--- src/rtl/mul_product_accumulator.sv ---
// Frame accumulator behind the multiplier: sums COUNT unsigned products with
// saturation and a per-frame sticky overflow, then holds the total until taken.
module mul_product_accumulator #(
  parameter int unsigned A_WIDTH   = 8,
  parameter int unsigned B_WIDTH   = 8,
  parameter int unsigned ACC_WIDTH = 32,
  parameter int unsigned COUNT     = 16,
  localparam int unsigned P_WIDTH  = A_WIDTH + B_WIDTH
) (
  input  logic                 clk,
  input  logic                 rst,
  input  logic                 clr,
  input  logic                 p_valid,
  input  logic [P_WIDTH-1:0]   p_data,
  output logic                 p_ready,
  output logic                 acc_valid,
  output logic [ACC_WIDTH-1:0] acc_data,
  output logic                 acc_ovf,
  input  logic                 acc_ready
);

  localparam int unsigned CNT_WIDTH = (COUNT > 1) ? $clog2(COUNT) : 1;
  localparam logic [CNT_WIDTH-1:0] CNT_LAST = CNT_WIDTH'(COUNT - 1);

  typedef enum logic {ACC, HOLD} state_t;

  state_t               state;
  logic [ACC_WIDTH-1:0] acc;
  logic [CNT_WIDTH-1:0] cnt;
  logic                 ovf;

  logic [ACC_WIDTH:0]   sum;
  logic [ACC_WIDTH-1:0] acc_next;
  logic                 ovf_next;
  logic                 beat;

  assign p_ready = (state == ACC);
  assign beat    = p_valid & p_ready & ~clr;

  // Once the frame has saturated it stays pinned at all ones until the frame ends.
  always_comb begin
    sum      = {1'b0, acc} + (ACC_WIDTH + 1)'(p_data);
    acc_next = sum[ACC_WIDTH-1:0];
    ovf_next = ovf;
    if (sum[ACC_WIDTH] || ovf) begin
      acc_next = '1;
      ovf_next = 1'b1;
    end
  end

  always_ff @(posedge clk or posedge rst) begin
    if (rst) begin
      state     <= ACC;
      acc       <= '0;
      cnt       <= '0;
      ovf       <= 1'b0;
      acc_valid <= 1'b0;
      acc_data  <= '0;
      acc_ovf   <= 1'b0;
    end else begin
      case (state)
        ACC: begin
          if (clr) begin
            acc <= '0;
            cnt <= '0;
            ovf <= 1'b0;
          end else if (beat) begin
            if (cnt == CNT_LAST) begin
              acc_data  <= acc_next;
              acc_ovf   <= ovf_next;
              acc_valid <= 1'b1;
              acc       <= '0;
              ovf       <= 1'b0;
              cnt       <= '0;
              state     <= HOLD;
            end else begin
              acc <= acc_next;
              ovf <= ovf_next;
              cnt <= cnt + 1'b1;
            end
          end
        end
        HOLD: begin
          if (acc_ready) begin
            acc_valid <= 1'b0;
            state     <= ACC;
          end
        end
        default: state <= ACC;
      endcase
    end
  end

endmodule

--- config.mk ---
export PLATFORM = sky130hd
export DESIGN_NAME = mul_product_accumulator
export DESIGN_NICKNAME = d
export VERILOG_FILES = /design/src/rtl/mul_product_accumulator.sv
export SDC_FILE = /design/constraint.sdc
export NUM_CORES = 1
export LEC_CHECK = 0
export CORE_MARGIN = 2
export CORE_UTILIZATION = 50
export CTS_CLUSTER_DIAMETER = 200
export CTS_CLUSTER_SIZE = 16
export DETAILED_ROUTE_END_ITERATION = 8
export GPL_TIMING_DRIVEN = 1
export PLACE_DENSITY_LB_ADDON = 0.2
export SKIP_LAST_GASP = 1
export SLEW_MARGIN = 20
export SYNTH_ARGS = -nofsm -noshare
export SYNTH_HDL_FRONTEND = slang
export SYNTH_SLANG_ARGS = --single-unit
export TNS_END_PERCENT = 10
--- constraint.sdc ---
create_clock -name clk -period 3.78 [get_ports clk]
set_clock_uncertainty 0.2 [all_clocks]
set_input_delay 0.756 -clock clk [delete_from_list [all_inputs] [get_ports clk]]
set_output_delay 0.756 -clock clk [all_outputs]
set_load 0.02 [all_outputs]
Word-level counts from Yosys, hierarchy flattened
Index checks and enable logic that the tools add are counted.
- flip-flop bits (word level): 72
- input port bits: 21
- word-level logic and storage cells: 44
- add/subtract/negate cells: 2
- equality and inequality tests: 5
- multiplexer cells: 21
- bitwise operators: 4
- reduce and logical (&&, ||, !) cells: 5
- operators by type and width (cell ; count):
    32-bit 2-to-1 mux ; 4
    32-bit by 16-bit adder with 33-bit output ; 1
    1-bit 2-to-1 mux ; 12
    4-bit 2-to-1 mux ; 3
    4-bit AND reduction ; 2
    4-bit by 1-bit adder with 4-bit output (second input constant) ; 1
    4-bit equality test (second input constant) ; 1
    2-bit by 1-bit != test with 1-bit output (second input constant) ; 2
    2-bit != test (second input constant) ; 2
    1-bit case mux with 2 select lines ; 2
    1-bit bitwise AND ; 2
    1-bit NOT ; 2
    2-bit AND reduction ; 1
    2-bit nonzero test ; 1
    1-bit logical OR ; 1

Depth between registers and ports, before layout
Gate-level depths: netlist of the first run.
- depth after elaboration: 6
- mapped depth: 10

Worst setup path after synthesis of the first run
No wires, ideal clock.
- kind: input-to-reg
- from: input port p_data[0]
- to: register acc[9]
- library setup time: 0.129 ns
- data arrival time: 2.753 ns
- setup slack: 0.698 ns
- stages: 9
- path buffers: 1
- cell sequence: ha_1 -> fa_1 -> a211oi_1 -> o211ai_2 -> and4_1 -> o21a_1 -> buf_4 -> a2111oi_4 -> o21ai_1
- word-level cells in the longest chain between the ends: 6
- RTL lines (element ; RTL line ; RTL):
    start, declared ; 14 ; input logic [P_WIDTH-1:0] p_data,
    32-bit by 16-bit adder with 33-bit output (*) ; 42 ; sum = {1'b0, acc} + (ACC_WIDTH + 1)'(p_data);
    1-bit logical OR ; 45 ; if (sum[ACC_WIDTH] || ovf) begin
    32-bit 2-to-1 mux (*) ; 45 ;
    32-bit 2-to-1 mux (*) ; 68 ; if (cnt == CNT_LAST) begin
    32-bit 2-to-1 mux (*) ; 67 ; end else if (beat) begin
    32-bit 2-to-1 mux (*) ; 63 ; if (clr) begin
    end signal, assigned ; 77 ; acc <= acc_next;
    end, declared ; 28 ; logic [ACC_WIDTH-1:0] acc;
Every way passes the cells marked *; elsewhere a longest branch is shown, timed or not. The select of a mux whose other input is x is not followed.
A chain may end at the register's enable or synchronous reset.

Final worst setup path of the first run
- from: input port p_data[0]
- to: register acc_data[22]
- word-level cells in the longest chain between the ends: 3
- RTL lines (element ; RTL line ; RTL):
    32-bit by 16-bit adder with 33-bit output (*) ; 42 ;
    1-bit logical OR ; 45 ;
    32-bit 2-to-1 mux (*) ; 45 ;
    end signal, assigned ; 69 ; acc_data <= acc_next;
    end, declared ; 17 ; output logic [ACC_WIDTH-1:0] acc_data,
Every way passes the cells marked *; elsewhere a longest branch is shown, timed or not.

==> results.sh, run 1 <==
export IMPL_syn_to_final_growth_pct=20.1
export IMPL_rsz0062_at_grt="no"
export IMPL_track_usage_pct=23.1
export IMPL_yosysWarningCount=0
export IMPL_globalplace_congestion=0.874
export IMPL_power_frac_comb_pct=23.7
export IMPL_overflow=0
export IMPL_synth_ff_type="dfrtp_1"
export IMPL_hold_ws_ns=0.281
export IMPL_synthCells=470
export IMPL_tightest_slew_ns=0.925
export IMPL_synth_edf_count=0
export IMPL_final_common_cell="dfrtp_1"
export IMPL_cts_tree="built"
export IMPL_ant_nets=0
export IMPL_cts_sinks=72
export IMPL_initial_core_util_pct=52.0
export IMPL_ctsRootBufferMaster="clkbuf_8"
export IMPL_antennaDiodeCount=0
export IMPL_yosys_area_top_type="dfrtp_1"
export IMPL_final_setup_tns_ns=0
export IMPL_slowest_delay_ns=0.43
export IMPL_drt_iter0_drc=192
export IMPL_switchingPower_mw=0.585
export IMPL_end_kind="flop"
export IMPL_drt_wl_total_mm=10.5
export IMPL_p_int_mw=1.27
export IMPL_vias_per_cell=5.94
export IMPL_relSlewSlack_pct=38.3
export IMPL_maxCapViolations=0
export IMPL_drt_drc_violations_left=0
export IMPL_multi_input_area_sq_um=2350
export IMPL_nFillCells=727
export IMPL_seq_area_frac_synth_pct=41.9
export IMPL_setup_viol=0
export IMPL_syn_avg_cell_area_sq_um=9.14
export IMPL_layout_common_cells="dfrtp_1 (72), nand2_1 (57), clkdlybuf4s50_1 (55)"
export IMPL_outcome="finished, final reports clean"
export IMPL_clk_latency_ns=0.35
export IMPL_grt_busiest_layer="met2"
export IMPL_via_count=3777
export IMPL_drv_slew=0
export IMPL_crit_fanout=8
export IMPL_criticalPathCategory="in -> reg"
export IMPL_drtPass1Iterations=5
export IMPL_grt_pass1_vias=3668
export IMPL_p_clk_share_pct=32.3
export IMPL_hold_path_class="reg -> reg"
export IMPL_critical_path_cell_chain="clkdlybuf4s50_1 -> ha_1 -> fa_1 -> a211oi_1 -> o211ai_2 -> a21boi_2 -> a211o_4 -> nor3_1 -> o32a_1"
export IMPL_cts_made_buffers=9
export IMPL_drive_gt1_share_pct=9.04
export IMPL_antenna_found_initial=0
export IMPL_grt_use_met1_pct=32.9
export IMPL_die_h_microns=96.7
export IMPL_seq_power_share_pct=43.9
export IMPL_cts_max_level=3
export IMPL_path_depth=9
export IMPL_synth_async_reset_ratio_pct=100
export IMPL_path_delay_family="compound AO/OA/AOI/OAI gates"
export IMPL_crit_buf_inv=1
export IMPL_cts_setup_buffers=0
export IMPL_grt_util_met2_pct=34.6
export IMPL_slowest_stage="fa_1"
export IMPL_wl_per_cell_microns=16.5
export IMPL_die_area_sq_um=9350
export IMPL_fin_crit_ns=3.35
export IMPL_synth_top_cell_area_share_pct=41.9
export IMPL_hold_violations=0
export IMPL_hold_buffers=0
export IMPL_holdPathStages=2
export IMPL_cp_start_kind="input pin"
export IMPL_cts_repair_resize_count=0
export IMPL_nets=565
export IMPL_switching_share_pct=31.5
export IMPL_power_density_nw_per_um2=360
export IMPL_path_clk_slew_ns=0.08
export IMPL_rr_worst_depth=8
export IMPL_p_leak_nw=2.21
export IMPL_irDropWorstVdd_mv=0.191
export IMPL_hpwl_mm=7.34
export IMPL_synth_fp_nets=509
export IMPL_crit_required_ns=3.82
export IMPL_io_buffer_count=55
export IMPL_synth_distinct_cells=66
export IMPL_register_area_sq_um=1800
export IMPL_post_route_period_util_pct=88.6
export IMPL_boundaryPins=56
export IMPL_grt_met3_usage_pct=4.77
export IMPL_syn_cell_area_sq_um=4300
export IMPL_grt_pass1_wl_mm=17.9
export IMPL_core_area_sq_um=8260
export IMPL_cts_buffer_depth=2
export IMPL_synth_area_leaders="dfrtp_1 (42%), o21ai_0 (6.2%), nand2_1 (5.0%), ha_1 (4.9%), a21oi_1 (4.4%)"
export IMPL_rows=33
export IMPL_yosys_register_bits=72
export IMPL_grt_max_degree=73
export IMPL_die_x_microns=96.7
export IMPL_arrival_ns=3.39
export IMPL_fmax_mhz=299
==> registers in the layout (all words and copies together), names as in the netlist <==
signal	count
acc_ovf	1
ovf	1
acc	32
acc_data	32
acc_valid	1
state	1
cnt	4
==> area by class of cell <==
cell class | instances | share of cell area, %
Inverter | 13 | 0.946
Sequential cell | 72 | 34.9
Tap cell | 105 | 2.55
Clock inverter | 6 | 1.16
Timing Repair Buffer | 67 | 12.4
Multi-Input combinational cell | 363 | 45.5
Clock buffer | 10 | 2.47
==> layer usage <==
layer / routed length [microns] / up-vias
met2: 4720 / 115
met4: 189 / 0
met5: 0 / -
li1: - / 1809
met1: 5090 / 1838
met3: 493 / 15
==> cell usage after synthesis, drive strengths merged, types with 2 or more instances <==
library cell	count
o2bb2ai	7
o211ai	6
a211o	3
nor2b	3
o21ai	58
nor2	44
dfrtp	72
o31ai	2
and4	7
a211oi	5
nand4	4
a22o	2
and2	5
o32a	3
nor3	4
buf	5
nand3	17
a21oi	39
xnor2	15
a31oi	8
a2111oi	3
nand3b	2
o21a	8
clkbuf	17
ha	17
or3	5
inv	13
a21o	8
xor2	9
nand2	57
a21boi	2
nand2b	3
==> path summary, 6_finish.rpt <==
check	from	to	slack (ns)
setup / recovery	p_data[0]	acc_data[22]	0.43
hold / removal	acc_data[8]	acc_data[8]	0.28
setup reg to reg	acc[0]	acc_data[22]	0.89
hold reg to reg	acc_data[8]	acc_data[8]	0.28
max in group asynchronous	rst	acc[9]	1.97
min in group asynchronous	rst	acc_data[17]	0.81
==> tightest hold or removal path, cell delays in order, from the launching register on <==
cell     delay, ns
dfrtp_1       0.34
nand2_1       0.05
o21ai_0       0.06
==> power by group through the flow <==
| stage | logic, mW | clock network (mW) | registers, mW |
|---|---|---|---|
| final | 0.440 | 0.600 | 0.815 |
| after global routing | 0.491 | 0.650 | 0.819 |
| after CTS | 0.437 | 0.612 | 0.815 |
| after detailed placement | 0.432 | 0 | 0.830 |
| after global placement | 0.421 | 0 | 0.829 |
| after floorplan | 0.327 | 0 | 0.825 |
==> kinds of logic after synthesis <==
logic type	Yosys count	share of synthesized area (%)
AOI/OAI and AO/OA	164	26.2
and+or+nand+nor	156	17.9
DFF	72	41.9
adders and majority gates	18	5.41
muxes	1	0.233
xor gates and xnor gates	24	4.89
buffers and inverters	35	3.41
==> through the flow <==
stage	total power, mW	std cells	util, %	setup slack (ns)	cell area, sq um
floorplan	1.15	470	-	0.698	4300
global placement	1.25	620	60.2	0.137	4970
detailed placement	1.26	620	60.2	0.0795	4970
CTS	1.86	636	62.5	0.440	5160
global route	1.96	636	62.5	0.305	5160
finish	1.86	636	62.5	0.432	5160
(Power assumes the default switching activity.)
==> run 2: changes to the inputs <==
--- a/config.mk
+++ b/config.mk
@@ -5,7 +5,6 @@
 export SDC_FILE = /design/constraint.sdc
 export NUM_CORES = 1
 export LEC_CHECK = 0
-export CORE_MARGIN = 2
 export CORE_UTILIZATION = 50
 export CTS_CLUSTER_DIAMETER = 200
 export CTS_CLUSTER_SIZE = 16
==> run 2 against run 1 <==
Net effect: critical path depth stayed put; global-route usage grew 2.5 points; first-iteration DRC count grew 58%; sequential share of layout area fell by 0.41 points; register-to-register slack barely moved; final cell count fell by 0.16%; critical path type unchanged; highest routed layer unchanged.
==> results.sh, run 2 (same netlist as run 1, synthesis figures left out) <==
export IMPL_maxCapViolations=0
export IMPL_ctsRootBufferMaster="clkbuf_8"
export IMPL_hold_start="acc_data[10]"
export IMPL_outcome="finished, final reports clean"
export IMPL_end_kind="flop"
export IMPL_hold_buffers=0
export IMPL_r2r_start="acc[0]"
export IMPL_reg2reg_setup_slack_ns=0.90
export IMPL_drive_gt1_share_pct=9.06
export IMPL_drt_iter0_drc=304
export IMPL_fin_crit_ns=3.32
export IMPL_crit_fanout=8
export IMPL_register_area_sq_um=1800
export IMPL_drtPass1Iterations=4
export IMPL_timing_final_ws_setup_ns=0.465
export IMPL_holdPathStages=2
export IMPL_irDropWorstVdd_mv=0.192
export IMPL_drt_wl_total_mm=10.7
export IMPL_cts_repair_resize_count=0
export IMPL_rows=33
export IMPL_wl_per_cell_microns=16.8
export IMPL_largestRegisters="acc (32), acc_data (32), cnt (4)"
export IMPL_grt_pass1_vias=3647
export IMPL_core_area_sq_um=8260
export IMPL_arrival_ns=3.36
export IMPL_p_leak_nw=2.24
export IMPL_ant_nets=0
export IMPL_criticalPathCategory="in -> reg"
export IMPL_io_buffer_count=55
export IMPL_track_usage_pct=25.6
export IMPL_hpwl_mm=7.65
export IMPL_post_route_period_util_pct=87.7
export IMPL_cts_max_level=3
export IMPL_hold_violations=0
export IMPL_vias_per_cell=5.86
export IMPL_regToRegEndpoint="acc_data[22]"
export IMPL_hold_path_endpoint="acc_data[10]"
export IMPL_power_total_mw=2.00
export IMPL_syn_to_final_growth_pct=21.5
export IMPL_antenna_found_initial=0
export IMPL_via_count=3724
export IMPL_initial_core_util_pct=52.0
export IMPL_path_clk_slew_ns=0.08
export IMPL_clk_latency_ns=0.36
export IMPL_cts_buffer_depth=2
export IMPL_cts_sinks=72
export IMPL_fmax_mhz=302
export IMPL_relSlewSlack_pct=41.9
export IMPL_cp_start_kind="input pin"
export IMPL_die_area_sq_um=8970
export IMPL_antennaDiodeCount=0
export IMPL_final_setup_tns_ns=0
export IMPL_rr_worst_depth=8
export IMPL_nets=564
export IMPL_grt_pass1_wl_mm=17.4
export IMPL_rsz0062_at_grt="no"
export IMPL_globalplace_congestion=0.902
export IMPL_crit_required_ns=3.83
export IMPL_nFillCells=742
export IMPL_preCtsSetupSlack_ns=0.111
export IMPL_boundaryPins=56
export IMPL_power_density_nw_per_um2=383
export IMPL_layout_common_cells="dfrtp_1 (72), nand2_1 (57), clkdlybuf4s50_1 (55)"
export IMPL_final_common_cell="dfrtp_1"
export IMPL_crit_start="p_data[0]"
export IMPL_die_h_microns=94.7
export IMPL_cts_tree="built"
export IMPL_die_x_microns=94.7
export IMPL_multi_input_area_sq_um=2350
export IMPL_hold_path_class="reg -> reg"
export IMPL_setup_viol=0
export IMPL_cts_made_buffers=9
export IMPL_drv_slew=0
export IMPL_overflow=0
export IMPL_drt_drc_violations_left=0
export IMPL_cts_setup_buffers=0
export IMPL_tightest_slew_ns=0.869
export IMPL_grt_max_degree=44
export IMPL_hold_ws_ns=0.282
[run 2: cell types whose count changed in the layout (fill, tap and decap cells not counted)]
cell and delta:
clkinv_2 -2, clkinvlp_4 -1, bufinv_16 +2, buf_12 +1, clkinv_4 +2, clkbuf_1 -1
buf_4 -2
[run 2: layout make-up]
type / instances / area share, %
timing repair buffer: 66 / 12.4
multi-input combinational: 363 / 45.0
inverter: 13 / 0.935
clock inverter: 7 / 2.30
clock buffer: 9 / 2.37
tap: 105 / 2.52
sequential: 72 / 34.5
[run 2: worst max-delay path, cell delays in order]
cell             delay (ns)
clkdlybuf4s50_1        0.40
ha_1                   0.23
fa_1                   0.43
a211oi_1               0.37
o211ai_2               0.16
a21boi_2               0.31
a211o_4                0.27
nor3_1                 0.08
o32a_1                 0.33
[run 2: worst max path at each step]
| stage | slack [ns] | depth (start not counted) | to |
|---|---|---|---|
| 5_1_grt | 0.34 | 10 | acc[5] |
| 6_report | 0.46 | 9 | acc_data[22] |
| 3_3_place_gp | 0.15 | 9 | acc_data[22] |
| 2_1_floorplan | 0.70 | 9 | acc[9] |
| 3_5_place_dp | 0.11 | 9 | acc_data[22] |
| 4_1_cts | 0.48 | 10 | acc[13] |
[run 2: metrics by stage]
stage / instances / area (sq um) / util, %
after floorplan: 470 / 4300 / -
after detailed placement: 619 / 4980 / 60.3
after global placement: 619 / 4980 / 60.3
after CTS: 635 / 5220 / 63.2
final: 635 / 5220 / 63.2
after global routing: 635 / 5220 / 63.2
[run 2: layer usage]
metal | global-route usage (%) | vias up | share of wire [%]
met5 | 0 | - | 0
met1 | 35.7 | 1798 | 47
li1 | - | 1800 | -
met3 | 3.95 | 18 | 5.1
met4 | 11.2 | 0 | 2.0
met2 | 39.4 | 108 | 46
[run 2: power by group]
part	switching, mW	total, mW	leakage, nW	internal (mW)
combinational	0.263	0.436	1.12	0.173
clock	0.311	0.751	0.119	0.439
sequential	0.0185	0.816	0.994	0.797
